`src/rtl/pc_jump_unit_if.sv`:
```
// Control, jump-table write and status signals of pc_jump_unit.
// The driver uses the master modport; the PC unit uses the slave modport.
interface pc_jump_unit_if #(
   parameter int D = 12,
   parameter int N = 16
);
   localparam int IW = $clog2(N);

   logic          start;
   logic [D-1:0]  start_addr;
   logic          stall;
   logic          halt;
   logic          jump;
   logic          wr_en;
   logic [IW-1:0] wr_idx;
   logic [D-1:0]  wr_src;
   logic [D-1:0]  wr_val;
   logic          wr_abs;
   logic          wr_valid;
   logic [D-1:0]  pc;
   logic          running;
   logic          done;
   logic          miss;

   modport master (
      output start, start_addr, stall, halt, jump,
      output wr_en, wr_idx, wr_src, wr_val, wr_abs, wr_valid,
      input  pc, running, done, miss
   );

   modport slave (
      input  start, start_addr, stall, halt, jump,
      input  wr_en, wr_idx, wr_src, wr_val, wr_abs, wr_valid,
      output pc, running, done, miss
   );
endinterface

```
`src/rtl/pc_jump_unit.sv`:
```
// Program counter with IDLE/RUN/DONE sequencing and an N-entry jump table.
// Define PC_JUMP_MISS_TRAP_EN to make a jump-table miss stop execution (DONE).
module pc_jump_unit #(
   parameter int D = 12,
   parameter int N = 16
) (
   input logic           clk,
   input logic           rst_n,
   pc_jump_unit_if.slave bus
);
   localparam int IW = $clog2(N);

   typedef enum logic [1:0] {
      S_IDLE = 2'd0,
      S_RUN  = 2'd1,
      S_DONE = 2'd2
   } state_t;

   state_t        state, state_nxt;
   logic [D-1:0]  pc_q, pc_nxt;
   logic          miss_q, miss_nxt;

   logic [N-1:0]  tbl_valid;
   logic [N-1:0]  tbl_abs;
   logic [D-1:0]  tbl_src [N];
   logic [D-1:0]  tbl_val [N];

   logic          hit;
   logic [IW-1:0] hit_idx;

   // Lowest matching valid entry wins; contents are the pre-write values.
   always_comb begin
      hit     = 1'b0;
      hit_idx = '0;
      for (int i = 0; i < N; i++) begin
         if (!hit && tbl_valid[i] && (tbl_src[i] == pc_q)) begin
            hit     = 1'b1;
            hit_idx = IW'(i);
         end
      end
   end

   always_comb begin
      // NOTE: every output of this block is defaulted first so no path infers a latch.
      state_nxt = state;
      pc_nxt    = pc_q;
      miss_nxt  = 1'b0;
      unique case (state)
         S_IDLE, S_DONE: begin
            if (bus.start) begin
               state_nxt = S_RUN;
               pc_nxt    = bus.start_addr;
            end
         end
         S_RUN: begin
            if (bus.halt) begin
               state_nxt = S_DONE;
            end else if (bus.start) begin
               pc_nxt = bus.start_addr;
            end else if (bus.stall) begin
               pc_nxt = pc_q;
            end else if (bus.jump) begin
               if (hit) begin
                  pc_nxt = tbl_abs[hit_idx] ? tbl_val[hit_idx] : pc_q + tbl_val[hit_idx];
               end else begin
                  miss_nxt = 1'b1;
`ifdef PC_JUMP_MISS_TRAP_EN
                  state_nxt = S_DONE;
`else
                  pc_nxt = pc_q + 1'b1;
`endif
               end
            end else begin
               pc_nxt = pc_q + 1'b1;
            end
         end
         default: state_nxt = S_IDLE;
      endcase
   end

   always_ff @(posedge clk) begin
      if (!rst_n) begin
         state     <= S_IDLE;
         pc_q      <= '0;
         miss_q    <= 1'b0;
         tbl_valid <= '0;
      end else begin
         state  <= state_nxt;
         pc_q   <= pc_nxt;
         miss_q <= miss_nxt;
         if (bus.wr_en) begin
            tbl_valid[bus.wr_idx] <= bus.wr_valid;
         end
      end
   end

   // NOTE: entry payload stays unreset; the cleared valid bits make stale fields harmless.
   always_ff @(posedge clk) begin
      if (rst_n && bus.wr_en) begin
         tbl_src[bus.wr_idx] <= bus.wr_src;
         tbl_val[bus.wr_idx] <= bus.wr_val;
         tbl_abs[bus.wr_idx] <= bus.wr_abs;
      end
   end

   assign bus.pc      = pc_q;
   assign bus.running = (state == S_RUN);
   assign bus.done    = (state == S_DONE);
   assign bus.miss    = miss_q;
endmodule

```
`src/flat_wrapper.sv`:
```
// flat-port wrapper written by rule: the top's interface ports become plain ports
module pc_jump_unit_flat 
#(
   parameter int D = 12,
   parameter int N = 16
)
  (clk, rst_n, bus_start, bus_start_addr, bus_stall, bus_halt, bus_jump, bus_wr_en, bus_wr_idx, bus_wr_src, bus_wr_val, bus_wr_abs, bus_wr_valid, bus_pc, bus_running, bus_done, bus_miss);
  pc_jump_unit_if #(.D(D), .N(N)) bus_i ();
  input logic clk;
  input logic rst_n;
  input wire logic [$bits(bus_i.start)-1:0] bus_start;
  input wire logic [$bits(bus_i.start_addr)-1:0] bus_start_addr;
  input wire logic [$bits(bus_i.stall)-1:0] bus_stall;
  input wire logic [$bits(bus_i.halt)-1:0] bus_halt;
  input wire logic [$bits(bus_i.jump)-1:0] bus_jump;
  input wire logic [$bits(bus_i.wr_en)-1:0] bus_wr_en;
  input wire logic [$bits(bus_i.wr_idx)-1:0] bus_wr_idx;
  input wire logic [$bits(bus_i.wr_src)-1:0] bus_wr_src;
  input wire logic [$bits(bus_i.wr_val)-1:0] bus_wr_val;
  input wire logic [$bits(bus_i.wr_abs)-1:0] bus_wr_abs;
  input wire logic [$bits(bus_i.wr_valid)-1:0] bus_wr_valid;
  output wire logic [$bits(bus_i.pc)-1:0] bus_pc;
  output wire logic [$bits(bus_i.running)-1:0] bus_running;
  output wire logic [$bits(bus_i.done)-1:0] bus_done;
  output wire logic [$bits(bus_i.miss)-1:0] bus_miss;
  assign bus_i.start = bus_start;
  assign bus_i.start_addr = bus_start_addr;
  assign bus_i.stall = bus_stall;
  assign bus_i.halt = bus_halt;
  assign bus_i.jump = bus_jump;
  assign bus_i.wr_en = bus_wr_en;
  assign bus_i.wr_idx = bus_wr_idx;
  assign bus_i.wr_src = bus_wr_src;
  assign bus_i.wr_val = bus_wr_val;
  assign bus_i.wr_abs = bus_wr_abs;
  assign bus_i.wr_valid = bus_wr_valid;
  assign bus_pc = bus_i.pc;
  assign bus_running = bus_i.running;
  assign bus_done = bus_i.done;
  assign bus_miss = bus_i.miss;
  pc_jump_unit #(.D(D), .N(N)) u_core (.clk(clk), .rst_n(rst_n), .bus(bus_i));
endmodule
```
`config.mk`:
```
export PLATFORM = sky130hd
export DESIGN_NAME = pc_jump_unit_flat
export DESIGN_NICKNAME = d
export VERILOG_FILES = /design/src/rtl/pc_jump_unit_if.sv /design/src/rtl/pc_jump_unit.sv /design/src/flat_wrapper.sv
export SDC_FILE = /design/constraint.sdc
export NUM_CORES = 1
export LEC_CHECK = 0
export ABC_AREA = 1
export CAP_MARGIN = 20
export CORE_MARGIN = 4
export CORE_UTILIZATION = 40
export CTS_CLUSTER_SIZE = 24
export DETAILED_ROUTE_END_ITERATION = 16
export HOLD_SLACK_MARGIN = 0.05
export PLACE_DENSITY = 0.64
export SLEW_MARGIN = 20
export SYNTH_ARGS = -nofsm -noshare
export SYNTH_HDL_FRONTEND = slang
export SYNTH_SLANG_ARGS = --single-unit
```
`constraint.sdc`:
```
create_clock -name clk -period 6 [get_ports clk]
set_input_delay 0.6 -clock clk [delete_from_list [all_inputs] [get_ports clk]]
set_output_delay 0.6 -clock clk [all_outputs]
set_load 0.01 [all_outputs]
```
# Yosys cells after proc, flatten, opt, wreduce, memory -nomap -nowiden
# Memory sizes are Yosys's and may differ from the RTL's.
# Cells that the tools add are included.
# Widths: inputs -> output; s select.
classes:
  addsub: 2
  n_bitwise: 3
  n_eq_ne: 22
  reduce_logical: 54
  magnitude_cmp: 3
  n_mux: 51
op_table:
  columns: ["op", "n"]
  rows:
  - ["$eq 12x12->1", 16]
  - ["$mux 12", 7]
  - ["$logic_and 1x1->1", 33]
  - ["$bwmux 16", 2]
  - ["$mux 4", 8]
  - ["$pmux 12 s2", 1]
  - ["$mux 1", 22]
  - ["$logic_not 1->1", 15]
  - ["$add 12x1->12 const B", 1]
  - ["$add 12x12->12", 1]
  - ["$mux 3", 4]
  - ["$lt 4x5->1 const B", 2]
  - ["$mux 2", 4]
  - ["$ne 2x2->1 const B", 3]
  - ["$reduce_or 6->1", 1]
  - ["$bmux 1 s4", 1]
  - ["$demux 1 s4", 1]
  - ["$ge 4x1->1 const B", 1]
  - ["$pmux 2 s2", 1]
  - ["$reduce_and 4->1", 1]
  - ["$ne 3x3->1 const B", 1]
  - ["$not 1->1", 3]
  - ["$eq 2x1->1 const B", 1]
  - ["$eq 2x2->1 const B", 1]
  - ["other kinds (4)", 4]
totals:
  in_bits: 49
  memories: 2
  mem_bits_rw: 384
  output_inout_bits: 15
  reg_bits: 47
memory_table:
  columns: ["memory", "depth", "word_bits", "read_ports", "rd_clocked_by_memory_dff", "wr", "line_no", "source"]
  rows:
  - ["u_core.tbl_src", 16, 12, 16, 0, 1, "pc_jump_unit.sv:25", "logic [D-1:0] tbl_src [N];"]
  - ["u_core.tbl_val", 16, 12, 1, 0, 1, "pc_jump_unit.sv:26", "logic [D-1:0] tbl_val [N];"]

# Logic depth before layout (Yosys ltp)
# Gate-level depths: netlist of the first run.
# An unclocked memory read counts as a cell.
depth:
  ltp_word: 73
  depth_mapped: 47

# Worst setup path before layout of the first run
# OpenSTA, ideal clock, no wires.
synth_timing:
  path_kind: "register to register"
  from: "register u_core.pc_q[1] (netlist: u_core.bus.pc[1])"
  to: "register u_core.pc_q[10] (netlist: u_core.bus.pc[10])"
  arrival_time_ps: 4713
  setup_time_ps: 70
  path_slack_ps: 1217
  stages_incl_launch_ff: 41
  synth_period_minus_slack_ps: 4783
  path_cell_list: "dfxtp_1 > buf_2 > nand2_1 > nand2_1 > nor2_1 > nand2_1 > nor2_1 > nand2_2 > nand2_1 > nor2_4 > nand4_2 > nor2_4 > nand4_4 > nor3_4 > nand4_4 > nand2_4 > inv_2 > buf_4 > [5 not listed] > nand2_1 > inv_1 > ha_1 > fa_1 > nand2_1 > nand2_1 > a21oi_1 > o21ai_0 > a21oi_1 > o21bai_1 > a21oi_1 > nor2_1 > nor2_1 > xor2_1 > nand2_1 > nand3_1 > nand2_1 > a21oi_1"
synth_via:
  elab_chain_len: 72
  elab_cells_between_ends: 105
synth_lines:
  columns: ["item", "line_no", "source"]
  rows:
  - ["from (decl)", "pc_jump_unit.sv:20", "logic [D-1:0] pc_q, pc_nxt;"]
  - ["from (signal assigned)", "pc_jump_unit.sv:89", "pc_q <= pc_nxt;"]
  - ["$eq 12x12->1", "pc_jump_unit.sv:36", "if (!hit && tbl_valid[i] && (tbl_src[i] == pc_q)) begin"]
  - ["$logic_and 1x1->1", "pc_jump_unit.sv:36", null]
  - ["$mux 1", "pc_jump_unit.sv:36", null]
  - ["$logic_not 1->1", "pc_jump_unit.sv:36", null]
  - ["$logic_and 1x1->1 (2 in series)", "pc_jump_unit.sv:36", null]
  - ["$mux 1", "pc_jump_unit.sv:36", null]
  - ["$logic_not 1->1", "pc_jump_unit.sv:36", null]
  - ["$logic_and 1x1->1 (2 in series)", "pc_jump_unit.sv:36", null]
  - ["[54 not listed]", null, null]
  - ["$add 12x12->12 or $mux 1 (tied branches)", "pc_jump_unit.sv:64", "pc_nxt = tbl_abs[hit_idx] ? tbl_val[hit_idx] : pc_q + tbl_val[hit_idx];"]
  - ["$mux 12", "pc_jump_unit.sv:64", null]
  - ["$mux 12", "pc_jump_unit.sv:63", "if (hit) begin"]
  - ["$mux 12 (*)", "pc_jump_unit.sv:62", "end else if (bus.jump) begin"]
  - ["$mux 12 (*)", "pc_jump_unit.sv:60", "end else if (bus.stall) begin"]
  - ["$mux 12 (*)", "pc_jump_unit.sv:58", "end else if (bus.start) begin"]
  - ["$mux 12 (*)", "pc_jump_unit.sv:56", "if (bus.halt) begin"]
  - ["$pmux 12 s2 (*)", "pc_jump_unit.sv:48", "unique case (state)"]
# Mark *: on every way between the ends. The rest lies on a longest branch, timed or not. The select of a mux whose other input is x is not followed.
# A chain may end at the register's enable or synchronous reset.

# Worst setup path after layout of the first run
layout_timing:
  from: "register u_core.pc_q[0] (netlist: u_core.bus.pc[0])"
  to: "register u_core.pc_q[10] (netlist: u_core.bus.pc[10])"
# Same word-level chain as after synthesis.

==> results of run 1 <==
per-stage QoR:
step	hold slack, ns	utilization	TNS [ns]
final	0.493	0.473	0
after global routing	0.521	0.473	-0.0982
after CTS	0.495	0.469	0
after detailed placement	0.483	0.437	0
after global placement	0.475	0.437	0
after floorplan	0.442	-	0
kinds of logic (layout without fill, tap and decap cells):
logic type	after synthesis	after routing
xor+xnor	56	56
flops	431	431
buf+inv	343	499
compound gates	223	223
simple gates	1190	1190
fa+ha+maj	15	15
other cells	0	1
power by group:
| group | switching (mW) | internal (mW) |
|---|---|---|
| Combinational | 0.465 | 0.217 |
| Sequential | 0.0294 | 3.33 |
| Clock | 1.28 | 1.77 |
| Total | 1.77 | 5.32 |
worst max path at each step:
stage | to | startpoint
floorplan | u_core.bus.pc[10] | u_core.bus.pc[1]
global route | u_core.bus.pc[11] | u_core.bus.pc[6]
finish | u_core.bus.pc[10] | u_core.bus.pc[0]
CTS | u_core.bus.pc[10] | u_core.bus.pc[4]
detailed placement | u_core.bus.pc[10] | u_core.bus.pc[4]
global placement | u_core.bus.pc[10] | u_core.bus.pc[5]
per-layer routing:
layer	up-vias	global-route usage	wire length (um)
met5	-	0	0
met4	0	0.0858	2620
met3	148	0.0443	5670
met2	791	0.389	32300
met1	8244	0.314	28500
li1	7891	-	-
repair_timing:
action                     CTS  global route
buffers inserted             0             7
setup endpoints to repair    0             2
hold buffers                 0             0
resized for setup            0            45
sequential cells by signal, indices dropped and copies added (netlist names):
signal / cells
u_core.tbl_src: 192
u_core.tbl_val: 192
u_core.tbl_abs: 16
u_core.tbl_valid: 16
u_core.bus.pc: 12
u_core.state: 2
u_core.bus.miss: 1
placed cells by master, fill, tap and decap left out, types with 23 or more instances in the layout:
cell	instances
o21ai_0	77
nand3_1	193
nand2_1	443
dfxtp_1	27
xor2_1	30
or2_2	23
buf_4	67
clkdlybuf4s50_1	62
nor2_1	325
xnor2_1	26
edfxtp_1	400
nor3_1	37
a21oi_1	51
o21ai_1	46
inv_1	244
nand4_1	48
clkbuf_16	48
final cells by class:
type,count,area (um2),share of cell area
multi-input cells,1484,7380,0.296
clock buffers,64,1350,0.0542
flip-flops and latches,431,12600,0.507
diodes,1,2.50,0.000100
inverters,264,1030,0.0412
repair buffers,145,1380,0.0552
clock inverters,26,304,0.0122
well taps,688,861,0.0345
worst register-to-register path, delay by kind of cell, from the launching register on:
family	cells	cell delay [ns]
simple gates	15	1.98
fa+ha+maj	2	0.63
flops	1	0.35
xor+xnor	1	0.16
buf+inv	6	1.25
compound gates	7	1.08
==> summary.md, run 1 <==
| Metric | Value |
|---|---|
| Origin of the critical flop-to-flop path | `u_core.bus.pc[0]` |
| Sequential share of the synthesized area | `0.589` |
| First-pass GRT wire length | `102000 um` |
| Chip height | `240 um` |
| Mapped Cells | `2258` |
| Final instance area | `0.0249 mm2` |
| Total GRT Usage | `0.237` |
| # Max-Cap Violations | `0` |
| Post-synth top area cell | `edfxtp_1` |
| DP HPWL | `44400 um` |
| Compound-Gate Fraction of Synth Area | `0.0584` |
| Relative slew slack | `0.151` |
| H-tree levels | `2` |
| Die area | `0.0574 mm2` |
| Reg2reg path depth | `31` |
| Multiplexer share of the synthesized area | `0` |
| DIE WIDTH | `240 um` |
| Synth Area in Simple Gates | `0.250` |
| Yosys cell types | `63` |
| Pwr dens | `284 mW/mm2` |
| Stages on worst setup path | `31` |
| Layout cell share with drive strength beyond 1 | `0.104` |
| IO Count | `64` |
| CP required | `6.51 ns` |
| Synth cell count leaders | `nand2_1 (443), edfxtp_1 (400), nor2_1 (342)` |
| Final WL | `69100 um` |
| Row count | `84` |
| CTS clock-pin slew for the worst setup and hold paths | `0.06 ns` |
| Leak | `9.77 nW` |
| Routed vias | `17.1k` |
| Placed cell count | `3004` |
| CTS Buf Count | `48` |
| Maximum clock frequency | `0.180 GHz` |
| Share of the synthesized area in the top cell type | `0.560` |
| Worst slew pin tran | `1.27 ns` |
| TritonRoute pass-1 iters | `6` |
| FFs w/ async S/R, synth | `0` |
| WP data arrival | `6.05 ns` |
| Slowest Stage Delay on Critical Path | `0.41 ns` |
| Final ANT Viol Nets | `0` |
| Nets | `2438` |
| Bufs and invs on worst path | `6` |
| Core area | `0.0528 mm2` |
| DR DRC count | `0` |
| Pre-CTS WS | `0.117 ns` |
| Largest family of logic cells by synthesized area | `simple AND/OR/NAND/NOR gates` |
| Initial Utilization | `0.406` |
| Vias/cell | `5.50` |
| Hold Path End | `u_core.tbl_valid[1]` |
| Number of flops mapped to enable cells by yosys | `400` |
| Setup CP Type | `flop to flop` |
| Synth Area per Inst | `9.49 um2` |
| Hold_sp | `u_core.tbl_valid[1]` |
| Buffers on Ports | `63` |
| Crit. End Element | `flop` |
| CTS tree | `done` |
| Initial drt markers | `1614` |
| Ys flop type | `edfxtp_1` |
| Final Setup Violations | `0` |
| Final hold vios | `0` |
| Most frequent CP cell | `nand2_1` |
| Area Overhead vs Synth | `16.3%` |
| Total power | `7.09 mW` |
| Seq cells post-synth | `431` |
| GP Congestion | `0.951` |
| Root Driver | `clkbuf_16` |
| Post-Synth XOR/XNOR Area | `0.0229` |
| Grt ovf | `0` |
| Largest net degree at the start of global routing | `55` |
| VDD IR-drop max | `0.213 mV` |
| Fin cells | `3103` |
| Final Cycle Share | `0.924` |
| Synth area leaders | `edfxtp_1 (56%), nand2_1 (7.8%), nor2_1 (6.0%)` |
| Vias in the first global route | `16.6k` |
| Cell area after synthesis | `0.0214 mm2` |
| Clock Skews | `0.0163 ns` |
| Hold Path Stages | `2` |
| CP Launch Type | `flop` |
| Crit-path slowest cell | `nor4_2` |
| Max-slew violations | `0` |
| Worst R2R Setup Slack | `0.46 ns` |
| Count leader, synth | `nand2_1` |
| Delay-heaviest family, CP | `simple AND/OR/NAND/NOR gates` |
| Initial antenna violation count | `1` |
| Fill count | `4852` |
| CP Max Fanout | `18` |
| Status | `finished clean` |
| Clock latency on the worst-skew pair | `0.61 ns` |
| Maximum buffer depth of the clock tree | `3` |
| Routed len/inst | `22.3 um` |
| Clock sinks | `431` |
| DP Area | `0.0231 mm2` |
| Setup ws final | `0.459 ns` |
| Yosys warns | `0` |
| HP Class | `flop to flop` |
| Adder-cell share of the synthesized area | `0.00910` |
| Period minus WS final | `5.54 ns` |
| Synthesized net count | `2322` |
| Reg2reg end | `u_core.bus.pc[10]` |
Note: power is estimated with default switching activity, not from simulation.
==> run 2: changes to the inputs <==
--- a/config.mk
+++ b/config.mk
@@ -9,7 +9,7 @@
 export CAP_MARGIN = 20
 export CORE_MARGIN = 4
 export CORE_UTILIZATION = 40
-export CTS_CLUSTER_SIZE = 24
+export CTS_CLUSTER_SIZE = 28
 export DETAILED_ROUTE_END_ITERATION = 16
 export HOLD_SLACK_MARGIN = 0.05
 export PLACE_DENSITY = 0.64
==> results of run 2 <==
Final layout, timing and power as in run 1 (identical DEF).
